==> src/rtl/mix_pkg.sv <==
// Shared state encoding and gain constants for the wet/dry mix sequencer.
// Gain constants are functions of the fraction width so every instance agrees.
package mix_pkg;

    typedef enum logic [1:0] {
        IDLE,
        WAIT_WET,
        MIX
    } mix_state_t;

    localparam int unsigned MIX_GAIN_W_DEFAULT = 8;

    function automatic int unsigned unity_gain(input int unsigned gain_w);
        return 32'd1 << gain_w;
    endfunction

    function automatic int unsigned default_gain(input int unsigned gain_w);
        return 32'd1 << (gain_w - 1);
    endfunction

endpackage

==> src/rtl/mix_gain_ramp.sv <==
// Wet-gain register: clamps the requested target to unity and moves the
// current gain one step toward it on each enable pulse.
module mix_gain_ramp
    import mix_pkg::*;
#(
    parameter int unsigned GAIN_W = MIX_GAIN_W_DEFAULT
) (
    input  logic            clk,
    input  logic            rst_n,
    input  logic            step_en,
    input  logic [GAIN_W:0] target,
    output logic [GAIN_W:0] gain
);

    localparam logic [GAIN_W:0] UNITY      = (GAIN_W + 1)'(unity_gain(GAIN_W));
    localparam logic [GAIN_W:0] RESET_GAIN = (GAIN_W + 1)'(default_gain(GAIN_W));
    localparam logic [GAIN_W:0] ONE        = (GAIN_W + 1)'(1);

    logic [GAIN_W:0] gain_q;
    logic [GAIN_W:0] gain_d;
    logic [GAIN_W:0] target_clamped;

    always_comb begin
        target_clamped = (target > UNITY) ? UNITY : target;
        gain_d         = gain_q;
        if (step_en) begin
            if (gain_q < target_clamped) begin
                gain_d = gain_q + ONE;
            end else if (gain_q > target_clamped) begin
                gain_d = gain_q - ONE;
            end
        end
    end

    always_ff @(posedge clk) begin
        if (!rst_n) begin
            gain_q <= RESET_GAIN;
        end else begin
            gain_q <= gain_d;
        end
    end

    assign gain = gain_q;

endmodule

==> src/rtl/mix_sequencer.sv <==
// Per-sample wet/dry mix controller: latches the dry sample, fetches a wet
// sample (with timeout fallback to the previous wet), and emits the weighted mix.
module mix_sequencer
    import mix_pkg::*;
#(
    parameter int unsigned WIDTH   = 16,
    parameter int unsigned GAIN_W  = MIX_GAIN_W_DEFAULT,
    parameter int unsigned TIMEOUT = 64
) (
    input  logic             clk_i,
    input  logic             rst_n_i,
    input  logic             sampleStrobe_i,
    input  logic [WIDTH-1:0] pktDry_i,
    output logic             wetReq_o,
    input  logic [WIDTH-1:0] pktWet_i,
    input  logic             wetValid_i,
    input  logic [GAIN_W:0]  mixTarget_i,
    output logic [WIDTH-1:0] pktMixed_o,
    output logic             mixValid_o,
    output logic             busy_o,
    output logic             timeoutErr_o,
    output logic             overrun_o
);

    localparam int unsigned       PROD_W   = WIDTH + GAIN_W + 2;
    localparam int unsigned       CNT_W    = $clog2(TIMEOUT + 1);
    localparam logic [CNT_W-1:0]  CNT_LAST = CNT_W'(TIMEOUT - 1);
    localparam logic [CNT_W-1:0]  CNT_ONE  = CNT_W'(1);
    localparam logic [GAIN_W:0]   UNITY    = (GAIN_W + 1)'(unity_gain(GAIN_W));

    mix_state_t       state_q, state_d;
    logic [WIDTH-1:0] dry_q, dry_d;
    logic [WIDTH-1:0] wet_q, wet_d;
    logic [WIDTH-1:0] prev_wet_q, prev_wet_d;
    logic [CNT_W-1:0] cnt_q, cnt_d;
    logic [WIDTH-1:0] mixed_q, mixed_d;
    logic             mix_valid_q, mix_valid_d;
    logic             wet_req_q, wet_req_d;
    logic             timeout_q, timeout_d;
    logic             overrun_q, overrun_d;
    logic [GAIN_W:0]  gain;

    mix_gain_ramp #(
        .GAIN_W (GAIN_W)
    ) u_gain_ramp (
        .clk     (clk_i),
        .rst_n   (rst_n_i),
        .step_en (state_q == MIX),
        .target  (mixTarget_i),
        .gain    (gain)
    );

    // Weights are zero-extended so the signed products stay exact; the sum of
    // weights is unity, so the floor-shifted result always fits WIDTH.
    logic signed [PROD_W-1:0] dry_ext, wet_ext, dry_wt, wet_wt, acc;
    logic [WIDTH-1:0]         mix_res;

    always_comb begin
        dry_ext = {{(PROD_W - WIDTH){dry_q[WIDTH-1]}}, dry_q};
        wet_ext = {{(PROD_W - WIDTH){wet_q[WIDTH-1]}}, wet_q};
        dry_wt  = {{(PROD_W - GAIN_W - 1){1'b0}}, UNITY - gain};
        wet_wt  = {{(PROD_W - GAIN_W - 1){1'b0}}, gain};
        acc     = dry_ext * dry_wt + wet_ext * wet_wt;
        mix_res = WIDTH'(acc >>> GAIN_W);
    end

    always_comb begin
        state_d     = state_q;
        dry_d       = dry_q;
        wet_d       = wet_q;
        prev_wet_d  = prev_wet_q;
        cnt_d       = cnt_q;
        mixed_d     = mixed_q;
        mix_valid_d = 1'b0;
        wet_req_d   = 1'b0;
        timeout_d   = 1'b0;
        overrun_d   = 1'b0;

        unique case (state_q)
            IDLE: begin
                if (sampleStrobe_i) begin
                    dry_d     = pktDry_i;
                    wet_req_d = 1'b1;
                    cnt_d     = '0;
                    state_d   = WAIT_WET;
                end
            end
            WAIT_WET: begin
                cnt_d     = cnt_q + CNT_ONE;
                overrun_d = sampleStrobe_i;
                if (wetValid_i) begin
                    wet_d      = pktWet_i;
                    prev_wet_d = pktWet_i;
                    state_d    = MIX;
                end else if (cnt_q == CNT_LAST) begin
                    wet_d     = prev_wet_q;
                    timeout_d = 1'b1;
                    state_d   = MIX;
                end
            end
            MIX: begin
                mixed_d     = mix_res;
                mix_valid_d = 1'b1;
                overrun_d   = sampleStrobe_i;
                state_d     = IDLE;
            end
            default: state_d = IDLE;
        endcase
    end

    always_ff @(posedge clk_i) begin
        if (!rst_n_i) begin
            state_q     <= IDLE;
            dry_q       <= '0;
            wet_q       <= '0;
            prev_wet_q  <= '0;
            cnt_q       <= '0;
            mixed_q     <= '0;
            mix_valid_q <= 1'b0;
            wet_req_q   <= 1'b0;
            timeout_q   <= 1'b0;
            overrun_q   <= 1'b0;
        end else begin
            state_q     <= state_d;
            dry_q       <= dry_d;
            wet_q       <= wet_d;
            prev_wet_q  <= prev_wet_d;
            cnt_q       <= cnt_d;
            mixed_q     <= mixed_d;
            mix_valid_q <= mix_valid_d;
            wet_req_q   <= wet_req_d;
            timeout_q   <= timeout_d;
            overrun_q   <= overrun_d;
        end
    end

    assign wetReq_o     = wet_req_q;
    assign pktMixed_o   = mixed_q;
    assign mixValid_o   = mix_valid_q;
    assign busy_o       = (state_q != IDLE);
    assign timeoutErr_o = timeout_q;
    assign overrun_o    = overrun_q;

endmodule

==> config.mk <==
export PLATFORM = sky130hd
export DESIGN_NAME = mix_sequencer
export DESIGN_NICKNAME = d
export VERILOG_FILES = /design/src/rtl/mix_pkg.sv /design/src/rtl/mix_gain_ramp.sv /design/src/rtl/mix_sequencer.sv
export SDC_FILE = /design/constraint.sdc
export NUM_CORES = 1
export LEC_CHECK = 0
export CAP_MARGIN = 20
export CORE_MARGIN = 2
export CORE_UTILIZATION = 40
export CTS_CLUSTER_SIZE = 12
export DETAILED_ROUTE_END_ITERATION = 16
export GPL_TIMING_DRIVEN = 1
export PLACE_DENSITY = 0.67
export REMOVE_ABC_BUFFERS = 1
export SYNTH_ARGS = -nofsm -noshare
export SYNTH_HDL_FRONTEND = slang
export SYNTH_HIERARCHICAL = 1
export SYNTH_SLANG_ARGS = --single-unit
==> constraint.sdc <==
create_clock -name clk_i -period 19.1 [get_ports clk_i]
set_input_delay 1.91 -clock clk_i [delete_from_list [all_inputs] [get_ports clk_i]]
set_output_delay 1.91 -clock clk_i [all_outputs]
set_load 0.02 [all_outputs]
# After elaboration in Yosys (flattened, before gate mapping)
# Index checks and enable logic that the tools add are counted.
[word_totals]
ff_bits = 86
inputBits = 45
output_inout_bits = 21
wordCells = 57
[classes]
addsub = 5
multipliers = 2
n_lt_le_gt_ge = 3
eq_ne = 5
n_mux = 14
bitwise_logic = 2
n_reduce_logical = 15
[ops]
columns = ["op", "n"]
rows = [
  ["16-bit by 10-bit multiplier with 24-bit output", 2],
  ["16-bit two-way mux", 2],
  ["9-bit two-way mux", 3],
  ["24-bit adder", 1],
  ["2-bit AND reduction", 8],
  ["7-bit one-hot mux with 2 select lines", 1],
  ["9-bit by 1-bit adder with 9-bit output (second input constant)", 1],
  ["9-bit > comparator", 1],
  ["9-bit > comparator (second input constant)", 1],
  ["9-bit < comparator", 1],
  ["9-bit by 1-bit subtractor with 9-bit output (second input constant)", 1],
  ["9-bit subtractor (first input constant)", 1],
  ["2-bit nonzero test", 4],
  ["7-bit by 1-bit adder with 7-bit output (second input constant)", 1],
  ["7-bit by 6-bit == test with 1-bit output (second input constant)", 1],
  ["7-bit two-way mux", 1],
  ["2-bit two-way mux", 3],
  ["2-bit one-hot mux with 2 select lines", 1],
  ["1-bit two-way mux", 3],
  ["3-bit != test (second input constant)", 1],
  ["3-bit OR reduction", 1],
  ["2-bit by 1-bit == test with 1-bit output (second input constant)", 1],
  ["2-bit == test (second input constant)", 1],
  ["2-bit logical NOT", 1],
  ["3 further kinds", 4],
]

# Longest topological paths before layout
# Gate-level depths: netlist (run 1).
[logic_depth]
ltp_word = 5
depth_mapped = 29

# Modules after synthesis
# The synthesis (run 1) kept the hierarchy.
[modules_own_cells]
columns = ["mod", "n_inst", "cells_per_inst", "area_each_um2", "seq_area_each_um2"]
rows = [
  ["mix_sequencer", 1, 1510, 13442.9, 1541.5],
  ["mix_gain_ramp", 1, 110, 937.1, 180.2],
]

# Least setup slack after synthesis (run 1)
# No wires, ideal clock.
[synth_timing]
path_type = "reg2reg"
startpoint = "register u_gain_ramp.gain_q[1], in the netlist u_gain_ramp/gain[1]"
endpoint = "register mixed_q[13], in the netlist pktMixed_o[13]"
setup_ps = 130
t_arrival_ps = 6832
slack_ps = 12138
path_stages_with_launch = 27
path_cell_list = "dfxtp_1 -> clkbuf_1 -> inv_1 -> ha_1 -> nand2_1 -> xor2_1 -> clkbuf_1 -> and2_1 -> fa_1 -> fa_1 -> inv_1 -> fa_1 -> inv_1 -> fa_1 -> fa_1 -> fa_1 -> inv_1 -> fa_1 -> inv_1 -> ha_1 -> a21o_1 -> o21bai_1 -> a21o_1 -> a21o_1 -> a211o_1 -> a221oi_1 -> a211oi_2"
[synth_between]
elab_chain_len = 3
elab_cells_between_ends = 4
cone_classes = "add/sub (2); mul (2)"
[synth_rtl]
columns = ["item", "line", "source"]
rows = [
  ["from (decl)", "mix_gain_ramp.sv:19", "logic [GAIN_W:0] gain_q;"],
  ["from (signal assigned)", "mix_gain_ramp.sv:39", "gain_q <= gain_d;"],
  ["9-bit subtractor", "mix_sequencer.sv:61", "dry_wt = {{(PROD_W - GAIN_W - 1){1'b0}}, UNITY - gain};"],
  ["16-bit by 10-bit multiplier with 24-bit output", "mix_sequencer.sv:63", "acc = dry_ext * dry_wt + wet_ext * wet_wt;"],
  ["24-bit adder *", "mix_sequencer.sv:63", ""],
  ["to (signal assigned)", "mix_sequencer.sv:129", "mixed_q <= mixed_d;"],
  ["to (decl)", "mix_sequencer.sv:36", "logic [WIDTH-1:0] mixed_q, mixed_d;"],
]
# Mark *: on every way between the ends. The rest lies on a longest branch, timed or not.
# A chain may end at the register's enable or synchronous reset.

# Worst setup path after layout (run 1)
[layout_timing]
startpoint = "register u_gain_ramp.gain_q[1], in the netlist u_gain_ramp/gain[1]"
endpoint = "register mixed_q[15], in the netlist pktMixed_o[15]"
# Same word-level chain as after synthesis.

==> metrics.txt, run 1 <==
number of remaining DRC errors 0; critical path data arrival time 8070 ps; Pwr Total 1.07 mW; WP buf/inv 6; number of nets still failing antenna checks after routing 0; capturing element type of the critical path register; Worst Hold Slack 454 ps; synthesized instance count 1620; Seq cells post-synth 86; hold-critical path depth 2; Cell variety after synth 67; Die X 194 um; ratio of cells with drive above 1 in the final layout 0.0353; setup fix buffers added after clock tree synthesis 0; number of fillers in the final layout 3425; clock slew at reported path FFs 70 ps; Routed Wire Length 34900 um; Final Worst Setup Slack 11270 ps; cell with the most instances after synthesis sky130_fd_sc_hd__inv_1; H-Tree Depth 3; router iterations before antenna repair 5; average wire per standard cell 16.6 um; LEAKAGE 7.53 nW; number of violations of the max-capacitance limit 0; Synth top area share 0.379; Longest Clk Path Bufs 2; largest driver fanout on the critical path 22; final weighted congestion of routability-driven global placement 0.874; via total after detailed routing 10575; net count of the finished layout 2065; cell at the slowest stage of the critical path sky130_fd_sc_hd__xor2_1; worst clock skew 8.34 ps; core region area 35500 sq um; pin count of the biggest net entering global routing 62; via-per-instance ratio 5.02; Max VDD drop 0.0000444 V; number of clock buffers inserted by TritonCTS 9; starting utilization of the core area 0.405; post-synthesis cell type with the largest combined area sky130_fd_sc_hd__fa_1; final-report setup violation count 0; Die Footprint 37500 sq um; Setup Crit Path Kind register to register; CP Depth 25; Final min period 7830 ps; unrepaired setup endpoints after global routing false; share of flip-flops with an asynchronous set or reset 0; Register-to-Register Path Depth 25; initial antenna violation count 0; Synth top cells by count sky130_fd_sc_hd__inv_1 (349), sky130_fd_sc_hd__fa_1 (272), sky130_fd_sc_hd__nand2_1 (199); fraction of the yosys area taken by sequential cells 0.120; number of slew-limit violations in the final report 0; PortBufs 65; overall routing resource usage 0.198; number of cells upsized or downsized after cts 0; count of standard-cell rows 69; Chip Height 194 um; most used cell along the critical path sky130_fd_sc_hd__fa_1; grt total ovfl 0; power per unit of standard cell area 67.6 nW/um^2; # hold bufs at CTS 0; number of enable flip-flop cells after synthesis 0; transition time of the tightest slew-check pin 1040 ps; half-perimeter wire length of the detailed placement result 28100 um; Starting DRT DRC Count 436; number of sinks handled by clock tree synthesis 86; mapped cell area 14400 sq um; Req. time, crit path 19330 ps; top flip-flop cell by instance count after synthesis sky130_fd_sc_hd__dfxtp_1; Hold Fails Final Rpt 0; clock tree from TritonCTS built; tightest slew margin relative to the limit 0.306; Max Clk Rate 128 MHz; synthesized area divided by synthesized cell count 8.88 sq um; clock insertion delay at the later pin of the skew report 360 ps; via count of the first global-routing pass 11784; antenna diode count 0; Root Driver sky130_fd_sc_hd__clkbuf_16; Synth warnings 6; Total Negative Setup Slacks 0 ps; status complete, no violations; top cells by area in the synthesized netlist sky130_fd_sc_hd__fa_1 (38%), sky130_fd_sc_hd__dfxtp_1 (12%), sky130_fd_sc_hd__ha_1 (9.4%); placement-stage worst setup slack 11340 ps; min-delay worst type register to register; number of top-level pins 66; Startpoint Class register; cell family with the largest share of critical-path delay adder cells; wire length of the first global-routing pass 59300 um; CP peak stage delay 810 ps; ratio of final minimum period to clock period 0.410; growth of design area from synthesis to finish 9.78%
[tightest hold or removal path: stages (launching register included)]
cell and delay [ps]:
sky130_fd_sc_hd__dfxtp_1 310, sky130_fd_sc_hd__nand2_1 50, sky130_fd_sc_hd__a21oi_1 50
[registers in the layout (all words and copies together) (netlist names), 2 cells and up]
register / count
wet_q: 16
cnt_q: 7
state_q: 2
prev_wet_q: 16
u_gain_ramp/gain: 9
dry_q: 16
pktMixed_o: 16
[per-stage QoR]
step | cells | cell area [sq um] | utilization
2_1_floorplan | 1544 | 14000 | -
3_3_place_gp | 2087 | 15400 | 0.434
3_5_place_dp | 2089 | 15400 | 0.435
4_1_cts | 2105 | 15800 | 0.445
5_1_grt | 2106 | 15800 | 0.445
6_report | 2106 | 15800 | 0.445
[metal layers]
metal / vias to the layer above / GRT usage / share of wire
li1: 4923 / - / -
met3: 72 / 0.0333 / 0.051
met2: 270 / 0.352 / 0.51
met1: 5310 / 0.238 / 0.40
met5: - / 0 / 0
met4: 0 / 0.0823 / 0.037
[final timing paths]
| kind | start | to | slack (ps) |
|---|---|---|---|
| hold reg to reg | prev_wet_q[10] | prev_wet_q[10] | 450 |
| hold / removal | prev_wet_q[10] | prev_wet_q[10] | 450 |
| setup / recovery | u_gain_ramp/gain[1] | pktMixed_o[15] | 11270 |
| setup reg to reg | u_gain_ramp/gain[1] | pktMixed_o[15] | 11270 |
[cell families after synthesis]
group                    synth area share
AND/OR/NAND/NOR                     0.171
buffers and inverters               0.115
adder cells (fa/ha/maj)             0.473
AO/OA/AOI/OAI                      0.0738
flip-flops                          0.120
XOR/XNOR                           0.0308
multiplexers                       0.0175
[cells in the final DEF (no fill, tap or decap), types with 3 or more instances in the layout]
cell | Yosys | routed
sky130_fd_sc_hd__o21a_1 | 4 | 4
sky130_fd_sc_hd__nor3_1 | 9 | 9
sky130_fd_sc_hd__xor2_1 | 17 | 17
sky130_fd_sc_hd__a211oi_1 | 18 | 18
sky130_fd_sc_hd__nor2_2 | 2 | 3
sky130_fd_sc_hd__buf_4 | 7 | 19
sky130_fd_sc_hd__bufinv_16 | 0 | 3
sky130_fd_sc_hd__a221oi_1 | 3 | 3
sky130_fd_sc_hd__nand3_1 | 17 | 17
sky130_fd_sc_hd__clkdlybuf4s50_1 | 0 | 65
sky130_fd_sc_hd__xnor2_1 | 31 | 31
sky130_fd_sc_hd__nor2_1 | 50 | 49
sky130_fd_sc_hd__o21ai_0 | 19 | 19
sky130_fd_sc_hd__and2_1 | 173 | 173
sky130_fd_sc_hd__fa_1 | 272 | 272
sky130_fd_sc_hd__a21o_1 | 12 | 12
sky130_fd_sc_hd__ha_1 | 108 | 108
sky130_fd_sc_hd__nand4_1 | 7 | 7
sky130_fd_sc_hd__a21oi_1 | 63 | 63
sky130_fd_sc_hd__mux2i_1 | 24 | 24
sky130_fd_sc_hd__a21oi_2 | 4 | 4
sky130_fd_sc_hd__a211oi_2 | 4 | 4
sky130_fd_sc_hd__or3_1 | 3 | 3
sky130_fd_sc_hd__nor2b_1 | 18 | 18
sky130_fd_sc_hd__and3_1 | 3 | 3
sky130_fd_sc_hd__nand2_1 | 199 | 199
sky130_fd_sc_hd__inv_1 | 349 | 349
sky130_fd_sc_hd__dfxtp_1 | 86 | 86
sky130_fd_sc_hd__clkbuf_16 | 0 | 9
[area by class of cell]
type	instances	area (sq um)	area share
Multi-Input combinational cell	1107	11000	0.697
Timing Repair Buffer	85	808	0.0512
Inverter	351	1320	0.0835
Tap cell	461	577	0.0365
Sequential cell	86	1720	0.109
Clock inverter	7	128	0.00808
Clock buffer	9	225	0.0143
[where the power goes]
group / internal [mW] / switching (mW)
logic: 0.249 / 0.387
registers: 0.192 / 0.0243
clock network: 0.130 / 0.0838
No activity file was read; power rests on OpenSTA's default activity.
==> run 2: changes to the inputs <==
--- a/config.mk
+++ b/config.mk
@@ -11,7 +11,7 @@
 export CTS_CLUSTER_SIZE = 12
 export DETAILED_ROUTE_END_ITERATION = 16
 export GPL_TIMING_DRIVEN = 1
-export PLACE_DENSITY = 0.67
+export PLACE_DENSITY = 0.69
 export REMOVE_ABC_BUFFERS = 1
 export SYNTH_ARGS = -nofsm -noshare
 export SYNTH_HDL_FRONTEND = slang
==> constraint.sdc (replaced) <==
create_clock -name clk_i -period 6.58 [get_ports clk_i]
set_input_delay 0.658 -clock clk_i [delete_from_list [all_inputs] [get_ports clk_i]]
set_output_delay 0.658 -clock clk_i [all_outputs]
set_load 0.02 [all_outputs]
==> run 2 against run 1 <==
The flow now finishes with violations (negative setup slack). Clock skew grew 4.6 ps. Sequential power increased to 2.9 times the previous value. Design area up 6.6%. Critical path type unchanged. Critical endpoint is now pktMixed_o[3].
==> metrics.txt, run 2 (synthesis gave the netlist of run 1 again) <==
most used cell along the critical path sky130_fd_sc_hd__fa_1; via count of the first global-routing pass 12048; starting utilization of the core area 0.405; Starting DRT DRC Count 556; Req. time, crit path 6830 ps; number of top-level pins 66; unrepaired setup endpoints after global routing true; ratio of final minimum period to clock period 1.02; ratio of cells with drive above 1 in the final layout 0.119; violations in the final reports negative setup slack; antenna diode count 0; via-per-instance ratio 5.01; tightest slew margin relative to the limit 0.477; non-filler instance count after layout 2173; number of violations of the max-capacitance limit 0; number of slew-limit violations in the final report 0; number of fillers in the final layout 3297; CP peak stage delay 500 ps; wire length of the first global-routing pass 60300 um; Die X 194 um; final weighted congestion of routability-driven global placement 0.868; router iterations before antenna repair 7; clock slew at reported path FFs 70 ps; count of standard-cell rows 69; number of sinks handled by clock tree synthesis 86; min-delay worst type register to register; pin count of the biggest net entering global routing 61; area of the multi-input gates 11500 sq um; Routed Wire Length 36000 um; Final Core Density 0.474; number of clock buffers inserted by TritonCTS 9; Final Worst Setup Slack -143 ps; Startpoint Class register; status finished with violations; cell at the slowest stage of the critical path sky130_fd_sc_hd__fa_1; PortBufs 65; grt total ovfl 0; largest driver fanout on the critical path 8; area of all sequential standard cells 1730 sq um; cell family with the largest share of critical-path delay adder cells; half-perimeter wire length of the detailed placement result 29400 um; transition time of the tightest slew-check pin 785 ps; Final min period 6720 ps; Chip Height 194 um; clock tree from TritonCTS built; net count of the finished layout 2132; DP Cell Count 2146; Setup Crit Path Kind register to register; capturing element type of the critical path register; Die Footprint 37500 sq um; Max VDD drop 0.000161 V; WP buf/inv 7; initial antenna violation count 0; Max Clk Rate 149 MHz; Longest Clk Path Bufs 2; critical path data arrival time 6970 ps; power per unit of standard cell area 214 nW/um^2; clock insertion delay at the later pin of the skew report 360 ps; final-report setup violation count 8; number of nets still failing antenna checks after routing 0; via total after detailed routing 10888; most common cell after layout, fill and taps aside sky130_fd_sc_hd__inv_1; H-Tree Depth 3; LEAKAGE 7.93 nW; Root Driver sky130_fd_sc_hd__clkbuf_16; worst clock skew 13.0 ps; most frequent cells in the layout sky130_fd_sc_hd__inv_1 (331), sky130_fd_sc_hd__fa_1 (266), sky130_fd_sc_hd__nand2_1 (198); Hold Fails Final Rpt 0; # hold bufs at CTS 0; growth of design area from synthesis to finish 17.0%; overall routing resource usage 0.200; number of remaining DRC errors 0; core region area 35500 sq um; average wire per standard cell 16.6 um
## run 2: cell count changes in the layout (fill, tap and decap cells not counted), moves of 8 or more
cell | before | now
sky130_fd_sc_hd__inv_1 | 349 | 331
sky130_fd_sc_hd__a21oi_2 | 4 | 12
sky130_fd_sc_hd__a21oi_1 | 63 | 53
sky130_fd_sc_hd__inv_2 | 1 | 19
sky130_fd_sc_hd__buf_4 | 19 | 76
sky130_fd_sc_hd__ha_4 | 0 | 13
sky130_fd_sc_hd__ha_1 | 108 | 95
sky130_fd_sc_hd__buf_6 | 0 | 8
## run 2: final timing paths
check | end | slack (ps) | cells past startpoint | from
setup / recovery | pktMixed_o[3] | -140 | 26 | u_gain_ramp/gain[2]
hold / removal | prev_wet_q[4] | 450 | 2 | prev_wet_q[4]
setup reg to reg | pktMixed_o[3] | -140 | 26 | u_gain_ramp/gain[2]
hold reg to reg | prev_wet_q[4] | 450 | 2 | prev_wet_q[4]
## run 2: cell type report
class	instances	share of cell area
tap	461	0.0343
inverter	351	0.0783
multi-input combinational	1107	0.683
sequential	86	0.103
clock buffer	10	0.0142
clock inverter	6	0.00610
timing repair buffer	152	0.0817
## run 2: what timing repair did
item                                    4_1_cts  5_1_grt
pin swaps                                     8       58
gates cloned                                  2        1
hold endpoints to repair                      0        0
gates resized for setup                      41       80
buffers inserted                              2        5
endpoints found under the setup margin       11       15
## run 2: metrics by stage
stage               setup TNS [ps]  setup WS [ps]  hold slack (ps)  power, mW  area [sq um]
floorplan                    -5990           -653              436       1.90         14000
global placement             -1090           -239              441       2.64         15900
detailed placement           -2240           -330              446       2.67         15900
CTS                           -165          -82.0              456       3.36         16400
global route                 -3250           -377              476       3.90         16800
finish                        -603           -143              454       3.60         16800
## run 2: worst min-delay path: cells and delay by family, from the launching register on
kind            cells  cell delay [ps]
compound gates      1               50
simple gates        1               50
flops               1              310
## run 2: report_power, final
group / internal [mW] / switching (mW)
combinational: 1.06 / 1.31
clock: 0.351 / 0.255
sequential: 0.559 / 0.0618
total: 1.97 / 1.62
## run 2: per-layer routing
metal  up-vias  GRT usage  share of wire
met5         -          0              0
met2       248      0.366           0.52
met3        64     0.0258          0.043
li1       5067          -              -
met4         0     0.0628          0.029
met1      5509      0.242           0.41
